===== src/rtl/mant_align.sv =====
// Iterative significand alignment shifter producing guard/round/sticky bits.
// Define ALIGN_FAST_SHIFT_EN to shift four bits per cycle while at least four remain.
module mant_align #(
  parameter int WIDTH = 24,
  parameter int DW    = 8
) (
  input  logic             clk,
  input  logic             rst,
  input  logic             in_valid,
  output logic             in_ready,
  input  logic [WIDTH-1:0] in_mant,
  input  logic [DW-1:0]    in_shift,
  output logic             out_valid,
  input  logic             out_ready,
  output logic [WIDTH-1:0] out_mant,
  output logic [2:0]       out_grs
);

  typedef enum logic [1:0] {IDLE, SHIFT, DONE} state_t;

  localparam logic [DW-1:0] CLAMP_SHIFT = DW'(WIDTH + 3);

  state_t           state_q, state_d;
  logic [WIDTH-1:0] mant_q, mant_d;
  logic             g_q, g_d;
  logic             r_q, r_d;
  logic             s_q, s_d;
  logic [DW-1:0]    rem_q, rem_d;
  logic             fast_step;

`ifdef ALIGN_FAST_SHIFT_EN
  assign fast_step = (rem_q >= DW'(4));
`else
  assign fast_step = 1'b0;
`endif

  always_comb begin
    state_d = state_q;
    mant_d  = mant_q;
    g_d     = g_q;
    r_d     = r_q;
    s_d     = s_q;
    rem_d   = rem_q;
    case (state_q)
      IDLE: begin
        if (in_valid) begin
          mant_d = in_mant;
          g_d    = 1'b0;
          r_d    = 1'b0;
          s_d    = 1'b0;
          rem_d  = in_shift;
          if (in_shift == '0) begin
            state_d = DONE;
          end else if (in_shift >= CLAMP_SHIFT) begin
            // Everything falls past the round bit: only sticky survives.
            mant_d  = '0;
            s_d     = |in_mant;
            state_d = DONE;
          end else begin
            state_d = SHIFT;
          end
        end
      end
      SHIFT: begin
        // Once mant, g and r are all zero, further shifting cannot change the result.
        if ({mant_q, g_q, r_q} == '0) begin
          state_d = DONE;
        end else begin
          if (fast_step) begin
            s_d    = s_q | r_q | g_q | mant_q[1] | mant_q[0];
            r_d    = mant_q[2];
            g_d    = mant_q[3];
            mant_d = mant_q >> 4;
            rem_d  = rem_q - DW'(4);
          end else begin
            s_d    = s_q | r_q;
            r_d    = g_q;
            g_d    = mant_q[0];
            mant_d = mant_q >> 1;
            rem_d  = rem_q - DW'(1);
          end
          if (rem_d == '0) begin
            state_d = DONE;
          end
        end
      end
      DONE: begin
        if (out_ready) begin
          state_d = IDLE;
        end
      end
      default: state_d = IDLE;
    endcase
  end

  always_ff @(posedge clk) begin
    if (rst) begin
      state_q <= IDLE;
      mant_q  <= '0;
      g_q     <= 1'b0;
      r_q     <= 1'b0;
      s_q     <= 1'b0;
      rem_q   <= '0;
    end else begin
      state_q <= state_d;
      mant_q  <= mant_d;
      g_q     <= g_d;
      r_q     <= r_d;
      s_q     <= s_d;
      rem_q   <= rem_d;
    end
  end

  assign in_ready  = (state_q == IDLE) && !rst;
  assign out_valid = (state_q == DONE);
  assign out_mant  = mant_q;
  assign out_grs   = {g_q, r_q, s_q};

endmodule

===== config.mk =====
export PLATFORM = sky130hd
export DESIGN_NAME = mant_align
export DESIGN_NICKNAME = d
export VERILOG_FILES = /design/src/rtl/mant_align.sv
export SDC_FILE = /design/constraint.sdc
export NUM_CORES = 1
export LEC_CHECK = 0
export ABC_AREA = 1
export CAP_MARGIN = 20
export CORE_ASPECT_RATIO = 0.8
export CORE_MARGIN = 3
export CORE_UTILIZATION = 40
export CTS_CLUSTER_DIAMETER = 100
export DETAILED_ROUTE_END_ITERATION = 7
export PLACE_DENSITY_LB_ADDON = 0.05
export SYNTH_ARGS = -nofsm -noshare
export SYNTH_HDL_FRONTEND = slang
export SYNTH_SLANG_ARGS = --single-unit

===== constraint.sdc =====
create_clock -name clk -period 3.9 [get_ports clk]
set_input_delay 0.78 -clock clk [delete_from_list [all_inputs] [get_ports clk]]
set_output_delay 0.78 -clock clk [all_outputs]
set_load 0.005 [all_outputs]

==> results.toml, run 1 <==
[detailed_routing]
ant_nets = 0
wl_per_cell_um = 12.6
drt_iter0_markers = 176
finalWirelength_um = 6660
vias_per_cell = 4.71
drc = 0
drt-pass1-iter-count = 4
via_count = 2493

[grt]
grt-ovfl-total = 0
grt_usage = 0.193
grt_pass1_vias = 2229
antenna_found_initial = 0
grt_pass1_wl_um = 10600
grt_max_degree = 53

[floorplanning]
fp-row-count = 24
initial_core_util = 0.426
die_y_um = 75.0
io_pins = 65
core_area_sq_mm = 0.00559
die_w_um = 92.2
die_area_sq_mm = 0.00692

[cts]
cts-hold-fix-buffers = 0
htree_levels = 2
cts-resized-gates = 0
root_buffer = "clkbuf_8"
cts_max_path_buffers = 2
clk_latency_ns = 0.30
clk_pin_slew_worst_paths_ns = 0.08
cts.sinks = 37
cts_tree = "done"
cts_setup_buffers = 0
numCtsBuffers = 5

[placement]
place_area_sq_mm = 0.00296
place_hpwl_um = 4720
io_buffers = 64
place.gp.congestion = 0.903

[worst_setup_path]
criticalPathCategory = "in -> out"
crit_chain = "clkdlybuf4s50_1, nor2_1, clkdlybuf4s50_1"
setup.worst_path.end = "in_ready"
arrival_ns = 1.91
worst-path-buf-inv = 2
r2r_end = "out_mant[19]$_SDFFE_PP0P_"
startpoint_type = "input pin"
cp_slowest_cell = "clkdlybuf4s50_1"
cpPeakStageDelay_ns = 0.51
crit_cells = 3
endpoint_kind = "output port"
crit_family = "buffers and inverters"
r2r_setup_slack_ns = 1.97
timing.rr.start = "state_q[0]$_SDFFE_PP0P_"
crit_top_cell = "clkdlybuf4s50_1"
r2r_cells = 7
worstPathRequired_ns = 3.12
path_max_fanout = 4
startpoint = "rst"

[layout]
nNetsFinal = 488
design_area_sq_mm = 0.00310
final_common_cell = "nor2_1"
layout_common_cells = "nor2_1 (99), nand2_1 (95), clkdlybuf4s50_1 (64), inv_1 (49), dfxtp_1 (37)"
final_util = 0.555
n_antenna_cell = 0
fillers = 611
layout-drive-gt1-share = 0.0421
area_growth_pct = 30.3

[timing]
setup-tns-final_ns = 0
hold_viol_final = 0
slew_headroom = 0.477
post-route-period-util = 0.691
worst_pin_slew_ns = 0.784
slew_viol_final = 0
period_needed_ns = 2.69
max_freq_mhz = 371
rsz0062_at_grt = "false"
skew_ns = 0.0118
setup_viol = 0

[logic_synthesis]
ys_warn_count = 0
synth_top_cell_by_area = "dfxtp_1"
seq_area_frac_synth = 0.311
synthCells = 398
ys_ff_latch = 37
synthTopCellsByArea = "dfxtp_1 (31%), nor2_1 (16%), nand2_1 (15%)"
synth_top_area_frac = 0.311
synth_nets = 436
synth_area_sq_mm = 0.00238
ys_types = 30
syn_avg_cell_area_sq_um = 5.98

[power_and_ir_drop]
power.density_mw_per_mm2 = 379
p_leak_nw = 1.37
vdd_ir_drop_max_mv = 0.138
p_total_mw = 1.18

[worst_hold_path]
hold_class = "reg -> reg"

[run]
maxCapViolCount = 0

[run_status]
status = "completed"
==> cell families after synthesis <==
group | Yosys count | synth area share
xor gates and xnor gates | 1 | 0.00368
adders and majority gates | 2 | 0.0105
and+or+nand+nor | 226 | 0.389
DFF | 37 | 0.311
AOI/OAI and AO/OA | 57 | 0.130
buffers and inverters | 75 | 0.156
==> metal layers <==
layer  routed length [um]  vias up  global-route usage
met2                 2790       68               0.281
li1                     -     1342                   -
met4                   45        0              0.0494
met5                    0        -                   0
met3                  403        6              0.0519
met1                 3420     1077               0.282
==> cells in the mapped netlist (all sizes together) <==
| master | count |
|---|---|
| o31ai | 1 |
| o22ai | 11 |
| nand3b | 2 |
| nor3 | 1 |
| o21ai | 34 |
| xnor2 | 1 |
| or2 | 2 |
| a21boi | 1 |
| o211ai | 1 |
| dfxtp | 37 |
| ha | 2 |
| clkbuf | 1 |
| nand3 | 12 |
| a21oi | 8 |
| clkinv | 1 |
| inv | 54 |
| a22oi | 1 |
| nor2 | 102 |
| buf | 19 |
| nand4 | 10 |
| nand2 | 97 |
==> flip-flops by register name (all words and copies together), names as in the netlist <==
register and cells:
g_q 1, out_mant 24, r_q 1, rem_q 8, s_q 1, state_q 2
==> tightest hold or removal path, cell delays in order (launching register included) <==
cell and delay, ns:
dfxtp_1 0.33, a21oi_1 0.04, nor2_1 0.07
==> power by group <==
group | switching (mW) | internal, mW | leakage (nW)
sequential | 0.0398 | 0.420 | 0.305
combinational | 0.196 | 0.168 | 1.00
clock | 0.142 | 0.209 | 0.0585
==> worst min-delay path by stage <==
stage / from / endpoint / cells past startpoint
6_report: s_q$_SDFFE_PP0P_ / s_q$_SDFFE_PP0P_ / 2
5_1_grt: out_mant[7]$_SDFFE_PP0P_ / out_mant[7]$_SDFFE_PP0P_ / 2
4_1_cts: s_q$_SDFFE_PP0P_ / s_q$_SDFFE_PP0P_ / 2
3_5_place_dp: s_q$_SDFFE_PP0P_ / s_q$_SDFFE_PP0P_ / 2
3_3_place_gp: s_q$_SDFFE_PP0P_ / s_q$_SDFFE_PP0P_ / 2
2_1_floorplan: s_q$_SDFFE_PP0P_ / s_q$_SDFFE_PP0P_ / 2
==> metrics by stage <==
| step | setup WS, ns | hold WS (ns) | cells |
|---|---|---|---|
| floorplan | 2.17 | 0.438 | 398 |
| global placement | 1.13 | 0.453 | 520 |
| detailed placement | 1.04 | 0.456 | 520 |
| CTS | 1.19 | 0.477 | 528 |
| global route | 1.08 | 0.533 | 529 |
| finish | 1.21 | 0.471 | 529 |
==> area by class of cell <==
| cell class | count | area (sq um) | area share |
|---|---|---|---|
| clock buffer | 7 | 86.3 | 0.0278 |
| clock inverter | 1 | 30.0 | 0.00969 |
| inverter | 55 | 210 | 0.0678 |
| multi-input combinational | 286 | 1270 | 0.409 |
| sequential | 37 | 741 | 0.239 |
| tap | 78 | 97.6 | 0.0315 |
| timing repair buffer | 65 | 668 | 0.215 |
Power figures use the tool's default switching activity.
==> run 2: changes to the inputs <==
==> constraint.sdc (replaced) <==
create_clock -name clk -period 2.45 [get_ports clk]
set_input_delay 0.49 -clock clk [delete_from_list [all_inputs] [get_ports clk]]
set_output_delay 0.49 -clock clk [all_outputs]
set_load 0.005 [all_outputs]
==> run 2 against run 1 <==
Clock-buffer cell count shrank 1. Routed wire length shrank 6.3%. Non-clock buffer count grew 6. First-iteration DRC count shrank 40%. Register-to-register slack lost 1.2 ns. Combinational power grew 59%. Utilization grew 0.067 points. Final area grew 0.12%. Clock skew is essentially flat. Sequential cell count is the same. Global-route usage shrank 0.84 points.
==> results.toml, run 2 (synthesis gave the netlist of run 1 again) <==
[run_status]
status = "completed"

[grt]
antenna_found_initial = 0
grt_max_degree = 36
grt-ovfl-total = 0
grt_pass1_vias = 2183
grt_pass1_wl_um = 10100
grt_usage = 0.184

[worst_setup_path]
endpoint_kind = "output port"
crit_family = "buffers and inverters"
startpoint_type = "input pin"
worst-path-buf-inv = 2
cp_slowest_cell = "clkdlybuf4s50_1"
crit_top_cell = "clkdlybuf4s50_1"
criticalPathCategory = "in -> out"
worstPathRequired_ns = 1.96
cpPeakStageDelay_ns = 0.50
crit_chain = "clkdlybuf4s50_1, nor2_1, clkdlybuf4s50_1"
path_max_fanout = 4
arrival_ns = 1.57

[detailed_routing]
drt-pass1-iter-count = 4
vias_per_cell = 4.70
drt_iter0_markers = 105
finalWirelength_um = 6240
ant_nets = 0
via_count = 2517
drc = 0
wl_per_cell_um = 11.7

[cts]
numCtsBuffers = 5
cts.sinks = 37
cts_max_path_buffers = 2
root_buffer = "clkbuf_8"
htree_levels = 2
cts_setup_buffers = 0
clk_pin_slew_worst_paths_ns = 0.07
cts-resized-gates = 0
cts-hold-fix-buffers = 0
cts_tree = "done"
clk_latency_ns = 0.29

[timing]
setup-tns-final_ns = 0
slew_viol_final = 0
rsz0062_at_grt = "false"
hold_ws_ns = 0.502
hold_viol_final = 0
period_needed_ns = 2.06
max_freq_mhz = 485
worst_pin_slew_ns = 0.355
slew_headroom = 0.763
setup_viol = 0
post-route-period-util = 0.842
skew_ns = 0.0118

[floorplanning]
initial_core_util = 0.426
die_area_sq_mm = 0.00692
io_pins = 65
die_w_um = 92.2
die_y_um = 75.0
core_area_sq_mm = 0.00559
fp-row-count = 24

[power_and_ir_drop]
p_leak_nw = 1.38
p_total_mw = 1.72
vdd_ir_drop_max_mv = 0.214
power.density_mw_per_mm2 = 556

[layout]
largest_reg_flops = 24
layout_common_cells = "nor2_1 (99), nand2_1 (95), clkdlybuf4s50_1 (64), inv_1 (49), dfxtp_1 (37)"
area_growth_pct = 30.4
instances_no_fill = 535
final_common_cell = "nor2_1"
layout-drive-gt1-share = 0.0547
nNetsFinal = 494
design_area_sq_mm = 0.00310
n_antenna_cell = 0

[placement]
place_hpwl_um = 4700
place_area_sq_mm = 0.00302
io_buffers = 64
dp_cells = 527
place.gp.congestion = 0.885

[run]
maxCapViolCount = 0

[worst_hold_path]
hold_class = "reg -> reg"
## run 2: cell count changes in the layout (fill, tap and decap cells not counted), sizes merged
cell	change
buf	+6
bufinv	-1
clkbuf	-1
clkinv	+2
## run 2: final timing paths
check,startpoint,end,slack (ns),depth (start not counted)
min reg2reg,out_mant[10]$_SDFFE_PP0P_,out_mant[10]$_SDFFE_PP0P_,0.50,2
max,rst,in_ready,0.39,3
max reg2reg,out_mant[0]$_SDFFE_PP0P_,g_q$_SDFFE_PP0P_,0.79,9
min,out_mant[10]$_SDFFE_PP0P_,out_mant[10]$_SDFFE_PP0P_,0.50,2
## run 2: area by class of cell
class,instances,area (sq um)
clock buffers,6,72.6
inverters,55,210
repair buffers,71,706
flip-flops and latches,37,741
well taps,78,97.6
multi-input cells,286,1270
fillers,572,2480
clock inverters,2,10.0
## run 2: per-layer routing
layer	wire (um)	vias to the layer above	GRT usage	part of all wire
li1	-	1349	-	-
met1	3100	1086	0.265	0.50
met2	2620	77	0.280	0.42
met3	468	5	0.0509	0.075
met4	49	0	0.0346	0.0079
met5	0	-	0	0
## run 2: where the power goes
group / leakage, nW / switching [mW] / internal, mW
Clock: 0.0450 / 0.218 / 0.197
Combinational: 1.03 / 0.301 / 0.277
Sequential: 0.305 / 0.0611 / 0.669
Total: 1.38 / 0.581 / 1.14
## run 2: worst register-to-register path: cells and delay by family, from the launching register on
family	cells	cell delay, ns
AOI/OAI and AO/OA	1	0.15
DFF	1	0.37
buffers and inverters	1	0.22
and+or+nand+nor	7	0.82
## run 2: per-stage QoR
stage	util	setup WS, ns
floorplan	-	1.01
global placement	0.541	0.396
detailed placement	0.541	0.389
CTS	0.556	0.387
global route	0.556	0.363
finish	0.556	0.387
==> run 3: changes to the inputs <==
==> constraint.sdc (replaced) <==
create_clock -name clk -period 1.75 [get_ports clk]
set_input_delay 0.35 -clock clk [delete_from_list [all_inputs] [get_ports clk]]
set_output_delay 0.35 -clock clk [all_outputs]
set_load 0.005 [all_outputs]
==> run 3 against run 2 <==
Combinational power increased by 49%. Hold slack got worse by 0.00052 ns. Die area unchanged. Critical path depth decreased by 2. Clock power increased by 41%. Sequential cell count unchanged. Worst setup slack got worse by 0.24 ns. Register-to-register slack got worse by 0.59 ns. Critical endpoint is now out_mant[0]. Largest power group unchanged.
==> results.toml, run 3 (synthesis gave the netlist of run 1 again) <==
[timing]
period_needed_ns = 1.60
setup_viol = 0
slew_viol_final = 0
max_freq_mhz = 625
slew_headroom = 0.809
setup-tns-final_ns = 0
post-route-period-util = 0.915
hold_ws_ns = 0.501
rsz0062_at_grt = "false"
worst_pin_slew_ns = 0.285
skew_ns = 0.00339
hold_viol_final = 0

[layout]
fillers = 599
nNetsFinal = 504
design_area_sq_mm = 0.00323
instances_no_fill = 545
area_growth_pct = 35.9
layout-drive-gt1-share = 0.0792
final_util = 0.579
n_antenna_cell = 0
layout_common_cells = "nor2_1 (98), nand2_1 (95), clkdlybuf4s50_1 (62), inv_1 (49), dfxtp_1 (35)"
final_common_cell = "nor2_1"
largest_reg_flops = 24

[worst_hold_path]
hold_class = "reg -> reg"
hold_start = "out_mant[7]$_SDFFE_PP0P_"
min_path_cells = 2
holdPathEnd = "out_mant[7]$_SDFFE_PP0P_"

[floorplanning]
die_area_sq_mm = 0.00692
initial_core_util = 0.426
fp-row-count = 24
core_area_sq_mm = 0.00559
die_w_um = 92.2
die_y_um = 75.0
io_pins = 65

[grt]
grt_max_degree = 34
grt_usage = 0.195
grt_pass1_vias = 2274
grt_pass1_wl_um = 10900
grt-ovfl-total = 0
antenna_found_initial = 0

[placement]
place.gp.congestion = 0.859
io_buffers = 64
dp_cells = 535
place_area_sq_mm = 0.00312
place_hpwl_um = 4820

[worst_setup_path]
crit_family = "buffers and inverters"
r2r_end = "out_mant[0]$_SDFFE_PP0P_"
path_max_fanout = 4
r2r_cells = 9
cpPeakStageDelay_ns = 0.53
worst-path-buf-inv = 1
r2r_setup_slack_ns = 0.20
crit_chain = "clkdlybuf4s50_1"
endpoint_kind = "output port"
arrival_ns = 1.25
cp_slowest_cell = "clkdlybuf4s50_1"
worstPathRequired_ns = 1.40
criticalPathCategory = "reg -> out"
timing.rr.start = "out_mant[18]$_SDFFE_PP0P_"
startpoint_type = "flop"

[cts]
cts.sinks = 37
htree_levels = 2
cts_max_path_buffers = 2
clk_pin_slew_worst_paths_ns = 0.07
root_buffer = "clkbuf_8"
clk_latency_ns = 0.29
cts-hold-fix-buffers = 0
numCtsBuffers = 5
cts_tree = "done"

[power_and_ir_drop]
power.density_mw_per_mm2 = 766
vdd_ir_drop_max_mv = 0.430
p_leak_nw = 1.46

[run_status]
status = "completed"

[detailed_routing]
drt-pass1-iter-count = 6
ant_nets = 0
finalWirelength_um = 6500
via_count = 2557
drc = 0
wl_per_cell_um = 11.9
drt_iter0_markers = 121
vias_per_cell = 4.69

[run]
maxCapViolCount = 0
run 3: changes by cell type in the layout (fill, tap and decap cells not counted), sizes merged:
cell           previous run  this run
clkdlybuf4s50            64        62
clkbuf                    6         8
clkinv                    3         1
buf                       7        17
dlymetal6s2s              0         2
run 3: area by class of cell:
type | instances | area [sq um] | area share
clock buffers | 8 | 80.1 | 0.0248
multi-input cells | 286 | 1280 | 0.395
repair buffers | 81 | 823 | 0.255
flip-flops and latches | 37 | 746 | 0.231
well taps | 78 | 97.6 | 0.0302
inverters | 55 | 210 | 0.0650
run 3: layer usage:
layer / global-route usage / vias to the layer above / wire length, um
met5: 0 / - / 0
met4: 0.0494 / 0 / 64
met3: 0.0370 / 7 / 384
met2: 0.294 / 70 / 2720
met1: 0.288 / 1105 / 3330
li1: - / 1375 / -
run 3: repair_timing:
| action | 4_1_cts | 5_1_grt |
|---|---|---|
| buffers inserted | 1 | 1 |
| gates resized for setup | 3 | 6 |
| pin swaps | 1 | 3 |
| endpoints found under the setup margin | 2 | 12 |
| cloned | 0 | 0 |
run 3: worst max path at each step:
stage / slack, ns / to / startpoint / cells past startpoint
2_1_floorplan: 0.39 / state_q[0]$_SDFFE_PP0P_ / rem_q[0]$_SDFFE_PP0P_ / 11
3_3_place_gp: -0.08 / out_mant[16]$_SDFFE_PP0P_ / in_shift[2] / 10
3_5_place_dp: -0.12 / out_mant[16]$_SDFFE_PP0P_ / in_shift[2] / 10
4_1_cts: 0.0006 / in_ready / state_q[0]$_SDFFE_PP0P_ / 4
5_1_grt: 0.004 / out_mant[11]$_SDFFE_PP0P_ / out_mant[0]$_SDFFE_PP0P_ / 9
6_report: 0.15 / out_mant[0] / out_mant[0]$_SDFFE_PP0P_ / 1
run 3: report_power, final:
| part | total (mW) | internal, mW | switching, mW |
|---|---|---|---|
| combinational | 0.864 | 0.429 | 0.436 |
| sequential | 1.03 | 0.938 | 0.0882 |
| clock | 0.587 | 0.283 | 0.303 |
run 3: per-stage QoR:
stage / total power [mW] / setup slack (ns)
after global placement: 1.88 / -0.0779
after floorplan: 1.54 / 0.386
after detailed placement: 1.89 / -0.123
after CTS: 2.49 / 0.000622
final: 2.48 / 0.150
after global routing: 2.67 / 0.00369
